### config.mk
export PLATFORM = sky130hd
export DESIGN_NAME = sample_framer
export DESIGN_NICKNAME = d
export VERILOG_FILES = /design/src/rtl/pitch_pkg.sv /design/src/rtl/tick_divider.sv /design/src/rtl/sample_framer.sv
export SDC_FILE = /design/constraint.sdc
export NUM_CORES = 1
export LEC_CHECK = 0
export CAP_MARGIN = 20
export CORE_AREA = 2 2 413 415
export DETAILED_ROUTE_END_ITERATION = 8
export DIE_AREA = 0 0 415 417
export SLEW_MARGIN = 20
export SYNTH_ARGS = -nofsm -noshare
export SYNTH_HDL_FRONTEND = slang
export SYNTH_SLANG_ARGS = --single-unit
### constraint.sdc
create_clock -name clk -period 45.3 [get_ports clk]
set_clock_uncertainty 0.05 [all_clocks]
set_input_delay 9.06 -clock clk [delete_from_list [all_inputs] [get_ports clk]]
set_output_delay 9.06 -clock clk [all_outputs]
set_load 0.05 [all_outputs]
### src/rtl/pitch_pkg.sv
// Shared types and default sizing for the pitch-detection path.
package pitch_pkg;

    localparam int N_SAMPLES  = 64;
    localparam int OUT_W      = 16;
    localparam int ADC_W      = 12;
    localparam int SAMPLE_DIV = 50000;

    typedef logic [OUT_W-1:0] sample_t;
    typedef sample_t [N_SAMPLES-1:0] frame_t;

    typedef enum logic {
        IDLE = 1'b0,
        BUSY = 1'b1
    } framer_state_e;

endpackage

### src/rtl/tick_divider.sv
// Free-running divider producing a registered one-cycle tick every DIV clocks.
module tick_divider #(
    parameter int DIV = 50000
) (
    input  logic clk,
    input  logic reset,
    output logic tick
);

    localparam int CW = (DIV > 1) ? $clog2(DIV) : 1;
    localparam logic [CW-1:0] LAST = CW'(DIV - 1);

    logic [CW-1:0] div_q;
    logic          tick_q;

    always_ff @(posedge clk) begin
        if (reset) begin
            div_q  <= '0;
            tick_q <= 1'b0;
        end else begin
            tick_q <= (div_q == LAST);
            div_q  <= (div_q == LAST) ? '0 : div_q + 1'b1;
        end
    end

    assign tick = tick_q;

endmodule

### src/rtl/sample_framer.sv
// Decimates the mic ADC stream, formats samples and hands N-sample frames to the FFT,
// holding each accepted frame until the FFT signals done.
module sample_framer #(
    parameter int N_SAMPLES  = pitch_pkg::N_SAMPLES,
    parameter int SAMPLE_DIV = pitch_pkg::SAMPLE_DIV,
    parameter int ADC_W      = pitch_pkg::ADC_W,
    parameter int OUT_W      = pitch_pkg::OUT_W,
    parameter int REMOVE_DC  = 0
) (
    input  logic                       clk,
    input  logic                       reset,
    input  logic [ADC_W-1:0]           adc_data,
    input  logic                       fft_done,
    output logic [N_SAMPLES*OUT_W-1:0] frame,
    output logic                       fft_start,
    output logic                       fft_busy,
    output logic                       sample_tick,
    output logic [7:0]                 overrun_cnt
);

    import pitch_pkg::*;

    localparam int CNT_W = $clog2(N_SAMPLES);
    localparam logic [CNT_W-1:0] CNT_LAST = CNT_W'(N_SAMPLES - 1);

    logic [ADC_W-1:0] adc_meta_q, adc_s_q;
    logic             tick;
    logic [6:0]       x_top;
    logic             fmt_sign;
    logic [OUT_W-1:0] fmt;
    logic [OUT_W-1:0] cap_q  [N_SAMPLES];
    logic [OUT_W-1:0] hold_q [N_SAMPLES];
    logic [CNT_W-1:0] cnt_q;
    logic             frame_complete;

    framer_state_e state_q, state_d;
    logic          start_q, start_d;
    logic          load_d;
    logic [7:0]    ovr_q, ovr_d;

    tick_divider #(.DIV(SAMPLE_DIV)) u_tick_divider (
        .clk   (clk),
        .reset (reset),
        .tick  (tick)
    );

    // adc_data is only slowly varying, so a plain two-flop sync is enough
    always_ff @(posedge clk) begin
        if (reset) begin
            adc_meta_q <= '0;
            adc_s_q    <= '0;
        end else begin
            adc_meta_q <= adc_data;
            adc_s_q    <= adc_meta_q;
        end
    end

    // Subtracting midscale only flips the MSB, so the top seven bits are all we need
    assign x_top    = {adc_s_q[ADC_W-1] ^ (REMOVE_DC != 0), adc_s_q[ADC_W-2 -: 6]};
    assign fmt_sign = (REMOVE_DC != 0) ? x_top[6] : 1'b0;
    assign fmt      = {fmt_sign, x_top, {(OUT_W-8){1'b0}}};

    generate
        if (ADC_W > 7) begin : g_lsbs
            logic unused_lsbs;
            assign unused_lsbs = ^adc_s_q[ADC_W-8:0];
        end
    endgenerate

    assign frame_complete = tick && (cnt_q == CNT_LAST);

    always_ff @(posedge clk) begin
        if (reset) begin
            cnt_q <= '0;
        end else if (tick) begin
            cnt_q <= cnt_q + 1'b1;
        end
    end

    genvar gi;
    generate
        for (gi = 0; gi < N_SAMPLES; gi++) begin : g_slot
            always_ff @(posedge clk) begin
                if (reset) begin
                    cap_q[gi]  <= '0;
                    hold_q[gi] <= '0;
                end else begin
                    if (tick) begin
                        cap_q[gi] <= (gi == 0) ? fmt : cap_q[(gi == 0) ? 0 : gi-1];
                    end
                    if (load_d) begin
                        hold_q[gi] <= (gi == 0) ? fmt : cap_q[(gi == 0) ? 0 : gi-1];
                    end
                end
            end
            assign frame[gi*OUT_W +: OUT_W] = hold_q[gi];
        end
    endgenerate

    always_ff @(posedge clk) begin
        if (reset) begin
            state_q <= IDLE;
            start_q <= 1'b0;
            ovr_q   <= '0;
        end else begin
            state_q <= state_d;
            start_q <= start_d;
            ovr_q   <= ovr_d;
        end
    end

    // A frame completing on the same cycle the FFT finishes is taken, not dropped
    always_comb begin
        state_d = state_q;
        start_d = 1'b0;
        load_d  = 1'b0;
        ovr_d   = ovr_q;
        case (state_q)
            IDLE: begin
                if (frame_complete) begin
                    load_d  = 1'b1;
                    start_d = 1'b1;
                    state_d = BUSY;
                end
            end
            BUSY: begin
                if (frame_complete && fft_done) begin
                    load_d  = 1'b1;
                    start_d = 1'b1;
                end else if (fft_done) begin
                    state_d = IDLE;
                end else if (frame_complete && (ovr_q != 8'hFF)) begin
                    ovr_d = ovr_q + 8'd1;
                end
            end
            default: state_d = IDLE;
        endcase
    end

    assign fft_start   = start_q;
    assign fft_busy    = (state_q == BUSY);
    assign sample_tick = tick;
    assign overrun_cnt = ovr_q;

endmodule

== Word-level counts from Yosys, hierarchy flattened ==
Memory sizes are Yosys's and may differ from the RTL's.
Cells that the tools add are included.

* Input port bits: 15
* Memories kept: 2
* RAM bits: 2048
* Word-level logic and storage cells: 294
* Output and inout port bits: 1035
* Register bits: 57

{| class="wikitable"
|+ Memory list
! name !! words !! width !! read ports !! clocked after Yosys merged registers in !! write ports !! RTL line !! RTL
|-
| cap_q || 64 || 16 || 63 || 0 || 64 || sample_framer.sv:31 || <nowiki>logic [OUT_W-1:0] cap_q [N_SAMPLES];</nowiki>
|-
| hold_q || 64 || 16 || 64 || 0 || 64 || sample_framer.sv:32 || <nowiki>logic [OUT_W-1:0] hold_q [N_SAMPLES];</nowiki>
|}

* Muxes and demuxes: 142
* $add $sub $neg: 3
* Equality and inequality tests: 3
* Bitwise operators: 131
* Reduce and logical (&&, ||, !) cells: 5

{| class="wikitable"
|+ Operators with widths
! kind !! count
|-
| $mux 16 || 128
|-
| $or 1x1->1 || 128
|-
| $add 16x1->16 const B || 1
|-
| $eq 16x16->1 const B || 1
|-
| $mux 1 || 12
|-
| $add 8x1->8 const B || 1
|-
| $ne 8x8->1 const B || 1
|-
| $add 6x1->6 const B || 1
|-
| $eq 6x6->1 const B || 1
|-
| $pmux 1 s2 || 2
|-
| $reduce_and 4->1 || 1
|-
| $logic_and 1x1->1 || 3
|-
| $not 1->1 || 3
|-
| $reduce_or 2->1 || 1
|}

== Logic depth before layout (Yosys ltp) ==
Gate-level depths: netlist (run 1).

* Depth in word-level cells: 9
* Depth in mapped cells: 7
* Mapped depth without buffers: 5

== Cells and area by module ==
A second synthesis (run 1) with hierarchy kept.

* Cells, all modules: 2654
* Area, all modules: 38864.8 µm²

{| class="wikitable"
|+ By module, submodules not included
! module !! area each (µm²) !! seq. area each (µm²) !! cells an instance !! times used
|-
| sample_framer || 38114.1 || 27296.2 || 2570 || 1
|-
| tick_divider || 750.7 || 340.3 || 84 || 1
|}

== Worst setup path before layout (run 1) ==
OpenSTA, ideal clock, no wires.

* Path type: input port to flip-flop
* Start: input port fft_done
* End: memory hold_q[6][8], in the netlist hold_q[0][104], enable pin
* Data required time: 43.896 ns
* Setup time: 1.354 ns
* Path buffers: 0
* Slack: 14.264 ns
* Stages on the path: 2
* Data arrival time: 29.632 ns
* Path through: nor2b_1 > o21bai_1

{| class="wikitable"
|+ RTL lines
! what !! RTL line !! RTL
|-
| from (decl) || sample_framer.sv:13 || <nowiki>input logic fft_done,</nowiki>
|-
| to (decl) || sample_framer.sv:32 ||
|}

==> flow_summary.toml, run 1 <==
[synthesis]
syn_area_per_cell_um2 = 14.64
synth_edf_count = 889
synth.largest_area_cell = "edfxtp_1"
yosysTopAreaCellShare_pct = 68.68
synth_cells = 2656
yosysSeqAreaShare_pct = 71.10
ys.flop_type = "edfxtp_1"
synth_common_cells = "and2_1 (889), edfxtp_1 (889), buf_4 (576)"
synth_area_um2 = 38870
ys_ff_latch = 936
yosys_warnings = 0
synthTopCellsByArea = "edfxtp_1 (69%), and2_1 (14%), buf_4 (11%)"
ys_types = 41
postSynth.asyncResetShare_pct = 0

[worst_setup_path]
r2r-start = "cnt_q[0]$_SDFFE_PP0P_"
critical_path_class = "input pin to register"
startpoint = "fft_done"
cp_max_fo = 84
r2r_cells = 9
cp.required_ns = 45.55
cp.arrival_ns = 14.47
start_kind = "input pin"
critPathCaptureType = "register"

[grt]
grtUsageMet1_pct = 10.29
grt_overflow = 0
grt_pass1_vias = 17311
antenna_found_initial = 2
grt_usage_pct = 9.086
grt-busiest-layer = "met2"
grt_pass1_wl_um = 117300
use_met2_pct = 16.39
grt_max_degree = 216
use_met3_pct = 2.117

[min_path]
worstHoldStart = "adc_meta_q[8]$_SDFF_PP0_"
whs_path_depth = 1
hold_class = "register to register"

[clock_network]
htreeDepth = 3
path_clk_slew_ns = 0.06
numCtsBuffers = 99
root_buffer = "clkbuf_16"
clock_path_buffers = 3
cts_sinks = 936
cts_hold_buf = 0
cts_tree = "done"
cts.repair.resized = 0
cts_setup_buffers = 0
clk_latency_ns = 0.70

[detailed_routing]
vias_per_cell = 3.441
wl_per_cell_um = 15.32
dr.pass1.iters = 5
antenna_left = 0
drc = 0
drt_iter0_drc = 1474
vias = 18691
wl_um = 83210

[power]
leakage_nw = 17.67
power.share.combinational_pct = 9.6
clock_power_share_pct = 39.9
swShare_pct = 26.53
power.density_nw_per_um2 = 41.39
seqPwrFrac_pct = 50.5
p_switching_uw = 516.5
power.internal_mw = 1.430
peakVddDrop_mv = 0.02954

[placed_design]
gp_congestion = 0.7573
hpwl_um = 54670
place_area_um2 = 43940
portBuffers = 468

[sta]
fin_setup_tns_ns = 0
drv_slew = 0
setup_viol = 0
period_needed_ns = 14.22
slew_headroom_pct = 27.60
max_freq_mhz = 70.34
hold_violations = 0
rsz0062_at_grt = "false"
finalCritPeriodShare_pct = 31.38
worst_pin_slew_ns = 1.086

[floorplanning]
rows = 151
die_y_um = 417
dieWidth_um = 415
core_area_um2 = 168500
dieArea_um2 = 173100
start_util_pct = 23.07
io_pins = 1050

[final_layout]
fill_cells = 17078
final_nets = 3156
finish.instance_area_um2 = 47040
syn2layout_area_growth_pct = 21.00
final_layout_size_suffix_gt1_share_pct = 5.447

[run_status]
status = "finished, final reports clean"

[run]
drv_cap = 0
## flip-flops by register name, summed over array words and instances (netlist names)
| name | flops |
|---|---|
| adc_meta_q | 7 |
| u_tick_divider.div_q | 16 |
| cap_q | 441 |
| cnt_q | 6 |
| fft_start | 1 |
| hold_q | 448 |
| overrun_cnt | 8 |
| adc_s_q | 7 |
| fft_busy | 1 |
| u_tick_divider.tick | 1 |
## metal layers
| layer | vias to the layer above | wire, um |
|---|---|---|
| met5 | - | 0 |
| met4 | 0 | 2828 |
| met3 | 122 | 4676 |
| met2 | 665 | 44000 |
| met1 | 9109 | 31710 |
| li1 | 8795 | - |
## stage by stage
stage	std cells	total power [mW]	hold WS, ns	setup WS, ns	util [%]
finish	5432	1.947	0.3877	31.08	27.91
global route	5431	2.013	0.4032	30.63	27.91
CTS	5431	1.971	0.3877	30.97	27.91
detailed placement	5255	1.190	0.3720	30.20	26.07
global placement	5255	1.189	0.3809	30.26	26.07
floorplan	3231	1.209	0.3638	14.26	-
## worst max-delay path, stage by stage
cell and delay [ns]:
clkdlybuf4s50_1 0.50, nor2b_1 0.13, o21bai_4 0.63, buf_4 0.73
buf_4 0.81, buf_4 0.66, buf_4 0.78, buf_4 0.92
## power groups by stage
stage | logic (mW) | registers (mW) | clock network, mW
global route | 0.192 | 0.987 | 0.834
finish | 0.187 | 0.984 | 0.776
CTS | 0.187 | 0.984 | 0.799
global placement | 0.187 | 1.00 | 0
detailed placement | 0.187 | 1.00 | 0
floorplan | 0.155 | 1.05 | 0
## placed cells by master, fill, tap and decap left out, drive strengths merged, types with 3 or more instances in the layout
master,n
or2,3
xor2,4
clkdlybuf4s50,467
nand3,8
inv,13
dfxtp,47
xnor2,13
clkinv,36
bufinv,5
nor2b,17
buf,19
clkbuf,123
nor2,28
nor3,10
ha,3
nor4,3
conb,576
clkinvlp,5
and3,3
edfxtp,889
o21ai,4
a21oi,8
or4,4
or3,3
and2,889
nand4,7
nand2,11
## cell families (layout without fill, tap and decap cells)
family / Yosys count / in the layout / synth area share (%)
adder cells (fa/ha/maj): 3 / 3 / 0.09658
other: 1 / 577 / 0.009647
multiplexers: 2 / 2 / 0.05472
buffers and inverters: 686 / 668 / 12.25
XOR/XNOR: 17 / 17 / 0.3830
AND/OR/NAND/NOR: 993 / 993 / 15.84
AO/OA/AOI/OAI: 18 / 18 / 0.2672
flip-flops: 936 / 936 / 71.10
## final timing paths
| path | to | slack, ns |
|---|---|---|
| worst max register to register | hold_q[3][76]$_SDFFCE_PN0P_ | 39.09 |
| worst max-delay path | hold_q[3][76]$_SDFFCE_PN0P_ | 31.08 |
| worst min register to register | adc_s_q[8]$_SDFF_PP0_ | 0.39 |
| worst min-delay path | adc_s_q[8]$_SDFF_PP0_ | 0.39 |
## area by class of cell
type                       count  area, um^2  share of cell area (%)
clock buffer                 123        2609                   5.546
clock inverter                53       480.5                   1.021
antenna                        1       2.502                0.005320
sequential                   936       27640                   58.76
timing repair buffer         486        4856                   10.32
tap                         2218        2775                   5.900
multi-input combinational   1609        8653                   18.40
inverter                       6       22.52                 0.04788
No activity file was read; power rests on OpenSTA's default activity.
==> run 2, diff against run 1 <==
Settings changed: CORE_AREA 2 2 413 415 to 2 2 405 407, DIE_AREA 0 0 415 417 to 0 0 407 409.
Clock period 45.3 ns to 13.55 ns, I/O delays scaled along.
==> flow_summary.toml, run 2 (synthesized netlist as in run 1, its figures left out) <==
[grt]
grt_pass1_vias = 17776
grtUsageMet1_pct = 12.54
grt_pass1_wl_um = 118800
grt_overflow = 0
use_met2_pct = 15.17
grt_usage_pct = 9.657
grt-busiest-layer = "met2"
grt_max_degree = 231
antenna_found_initial = 3
use_met3_pct = 3.134

[final_layout]
syn2layout_area_growth_pct = 21.54
final_nets = 3159
regMostFlops = "hold_q"
layout_common_cells = "and2_1 (889), edfxtp_1 (889), conb_1 (576)"
largest_registers = "hold_q: 448 flops, cap_q: 441 flops, u_tick_divider.div_q: 16 flops"
final_layout_size_suffix_gt1_share_pct = 5.740
largest_register_ffs = 448
finish.instance_area_um2 = 47250

[clock_network]
clock_path_buffers = 3
cts_sinks = 936
path_clk_slew_ns = 0.06
numCtsBuffers = 102
cts_tree = "done"
cts.repair.resized = 0
root_buffer = "clkbuf_16"
cts_hold_buf = 0
clk_latency_ns = 0.70
htreeDepth = 3
cts_setup_buffers = 0

[floorplanning]
die_y_um = 409
rows = 148
dieArea_um2 = 166500
io_pins = 1050
core_area_um2 = 162000
dieWidth_um = 407
start_util_pct = 23.99

[sta]
hold_violations = 0
slew_headroom_pct = 24.19
worst_pin_slew_ns = 1.137
setup_viol = 0
max_freq_mhz = 177.5
rsz0062_at_grt = "false"
finalCritPeriodShare_pct = 41.58
fin_setup_tns_ns = 0
fin_ws_ns = 7.916
drv_slew = 0
period_needed_ns = 5.634
hold_ws_ns = 0.3866

[run]
drv_cap = 0

[placed_design]
place_area_um2 = 43920
hpwl_um = 55320
portBuffers = 468
gp_congestion = 0.7899
pre_cts_slack_ns = 7.219

[power]
peakVddDrop_mv = 0.1095
power.density_nw_per_um2 = 141.0
leakage_nw = 17.78

[worst_setup_path]
cp.required_ns = 13.80
cp_max_fo = 135
critical_path_class = "input pin to register"
reg2reg_setup_slack_ns = 9.53
cp.arrival_ns = 5.89
start_kind = "input pin"
critPathCaptureType = "register"

[detailed_routing]
dr.pass1.iters = 5
vias = 18995
wl_per_cell_um = 15.68
vias_per_cell = 3.516
drc = 0
wl_um = 84730
antenna_left = 0
drt_iter0_drc = 1301

[min_path]
hold_class = "register to register"

[run_status]
status = "finished, final reports clean"
[run 2: power breakdown]
group / switching [mW] / internal, mW / leakage [nW]
Sequential: 0.0444 / 3.25 / 9.61
Combinational: 0.558 / 0.0657 / 6.57
Clock: 1.15 / 1.59 / 1.60
Total: 1.75 / 4.91 / 17.8
[run 2: path summary, 6_finish.rpt]
| kind | startpoint | to | cells after the start |
|---|---|---|---|
| hold / removal | adc_meta_q[9]$_SDFF_PP0_ | adc_s_q[9]$_SDFF_PP0_ | 1 |
| setup / recovery | fft_done | hold_q[3][220]$_SDFFCE_PN0P_ | 6 |
| setup reg to reg | u_tick_divider.tick$_SDFF_PP0_ | hold_q[3][220]$_SDFFCE_PN0P_ | 6 |
| hold reg to reg | adc_meta_q[9]$_SDFF_PP0_ | adc_s_q[9]$_SDFF_PP0_ | 1 |
[run 2: critical path, cell delays in order]
cell	delay (ns)
clkdlybuf4s50_1	0.49
nor2b_1	0.12
o21bai_4	0.16
buf_12	0.49
buf_12	0.59
buf_4	0.87
[run 2: cell type report]
type                       instances  area (um^2)
antenna                            4        10.01
clock buffer                     130         2751
clock inverter                    56        563.0
fill                           16248       114800
inverter                           6        22.52
multi-input combinational       1609         8653
sequential                       936        27640
tap                             2175         2721
timing repair buffer             486         4887
[run 2: stage by stage]
step | util, % | cells | total power, mW
after global routing | 29.15 | 5398 | 6.894
after floorplan | - | 3231 | 4.006
after global placement | 27.11 | 5212 | 3.978
final | 29.16 | 5402 | 6.661
after CTS | 29.15 | 5398 | 6.761
after detailed placement | 27.11 | 5212 | 3.980
[run 2: routing by layer]
layer | routed length, um | share of wire, %
met1 | 36370 | 43
met3 | 7006 | 8.3
met2 | 39480 | 47
met4 | 1871 | 2.2
met5 | 0 | 0
==> run 3, diff against run 2 <==
Settings changed: CORE_AREA 2 2 405 407 to 2 2 403 405, DIE_AREA 0 0 407 409 to 0 0 405 407.
Clock period 13.55 ns to 4.93 ns, I/O delays scaled along.
==> flow_summary.toml, run 3 (synthesized netlist as in run 1, its figures left out) <==
[detailed_routing]
wl_um = 87730
vias_per_cell = 3.522
drt_iter0_drc = 1205
dr.pass1.iters = 5
drc = 0
antenna_left = 0
vias = 19021
wl_per_cell_um = 16.25

[grt]
grt_pass1_vias = 17796
antenna_found_initial = 5
grt_pass1_wl_um = 121600
grt_overflow = 0
grt_max_degree = 190
grt_usage_pct = 10.06

[worst_setup_path]
cp.required_ns = 3.89
crit_path_max_incr_delay_ns = 1.09
cp.arrival_ns = 2.12
reg2reg_setup_slack_ns = 1.96
start_kind = "register"
critical_path_class = "register to primary output"
path_depth = 1
crit_family = "buffers and inverters"
cp_max_fo = 1
cp.buffers_inverters = 1
critPathCaptureType = "primary output"
crit_chain = "clkdlybuf4s50_1"
r2r_cells = 5
cpMaxStageDelayCell = "clkdlybuf4s50_1"

[placed_design]
hpwl_um = 58410
pre_cts_slack_ns = 1.163
portBuffers = 468
place_area_um2 = 44120
gp_congestion = 0.7807
dp.cells = 5216

[sta]
rsz0062_at_grt = "false"
drv_slew = 0
max_freq_mhz = 316.6
finalCritPeriodShare_pct = 64.07
period_needed_ns = 3.158
setup_viol = 0
fin_ws_ns = 1.772
hold_violations = 0
hold_ws_ns = 0.3828
worst_pin_slew_ns = 1.018
slew_headroom_pct = 31.93

[final_layout]
regMostFlops = "hold_q"
final_nets = 3177
layout_common_cells = "and2_1 (889), edfxtp_1 (889), conb_1 (576)"
syn2layout_area_growth_pct = 21.97
largest_register_ffs = 448
final_layout_size_suffix_gt1_share_pct = 6.304
fill_cells = 15980
largest_registers = "hold_q: 448 flops, cap_q: 441 flops, u_tick_divider.div_q: 16 flops"
finish.instance_area_um2 = 47410
fin_cells = 5400

[floorplanning]
core_area_um2 = 160200
rows = 147
dieWidth_um = 405
start_util_pct = 24.26
dieArea_um2 = 164800
io_pins = 1050
die_y_um = 407

[min_path]
hold_class = "register to register"
whs_path_depth = 1

[run]
drv_cap = 0

[power]
power.density_nw_per_um2 = 385.3
leakage_nw = 17.90
total_power_mw = 18.27
peakVddDrop_mv = 0.2881

[clock_network]
cts_setup_buffers = 0
root_buffer = "clkbuf_16"
htreeDepth = 3
cts_tree = "done"
numCtsBuffers = 101
clock_path_buffers = 3
clk_latency_ns = 0.71
cts_sinks = 936
cts.repair.resized = 0
cts_hold_buf = 0
path_clk_slew_ns = 0.06

[run_status]
status = "finished, final reports clean"
run 3: cell type report:
| class | count | area [um^2] | share of cell area [%] |
|---|---|---|---|
| Timing Repair Buffer | 505 | 5092 | 10.74 |
| Clock inverter | 57 | 609.3 | 1.285 |
| Inverter | 6 | 22.52 | 0.04750 |
| Clock buffer | 123 | 2671 | 5.635 |
| Antenna cell | 4 | 10.01 | 0.02111 |
| Tap cell | 2160 | 2703 | 5.701 |
| Multi-Input combinational cell | 1609 | 8661 | 18.27 |
| Sequential cell | 936 | 27640 | 58.30 |
run 3: path summary, 6_finish.rpt:
path | from | to
worst min register to register | adc_meta_q[5]$_SDFF_PP0_ | adc_s_q[5]$_SDFF_PP0_
worst max register to register | cnt_q[0]$_SDFFE_PP0P_ | hold_q[1][205]$_SDFFCE_PN0P_
worst max-delay path | hold_q[2][110]$_SDFFCE_PN0P_ | frame[622]
worst min-delay path | adc_meta_q[5]$_SDFF_PP0_ | adc_s_q[5]$_SDFF_PP0_
run 3: routing by layer:
metal	vias to the layer above	track usage, %	wire (um)
met2	748	15.66	40850
met3	111	3.192	7160
li1	8818	-	-
met5	-	0	0
met4	0	3.352	2056
met1	9344	13.20	37660
run 3: stage by stage:
step / TNS [ns] / util, %
after detailed placement: 0 / 27.54
after global placement: 0 / 27.54
final: 0 / 29.59
after floorplan: -1497.35 / -
after CTS: 0 / 29.59
after global routing: 0 / 29.59
run 3: power by group:
group	internal (mW)	total, mW	switching [mW]	leakage [nW]
Sequential	8.93	9.06	0.136	9.61
Combinational	0.190	1.72	1.53	6.68
Clock	4.21	7.48	3.27	1.60
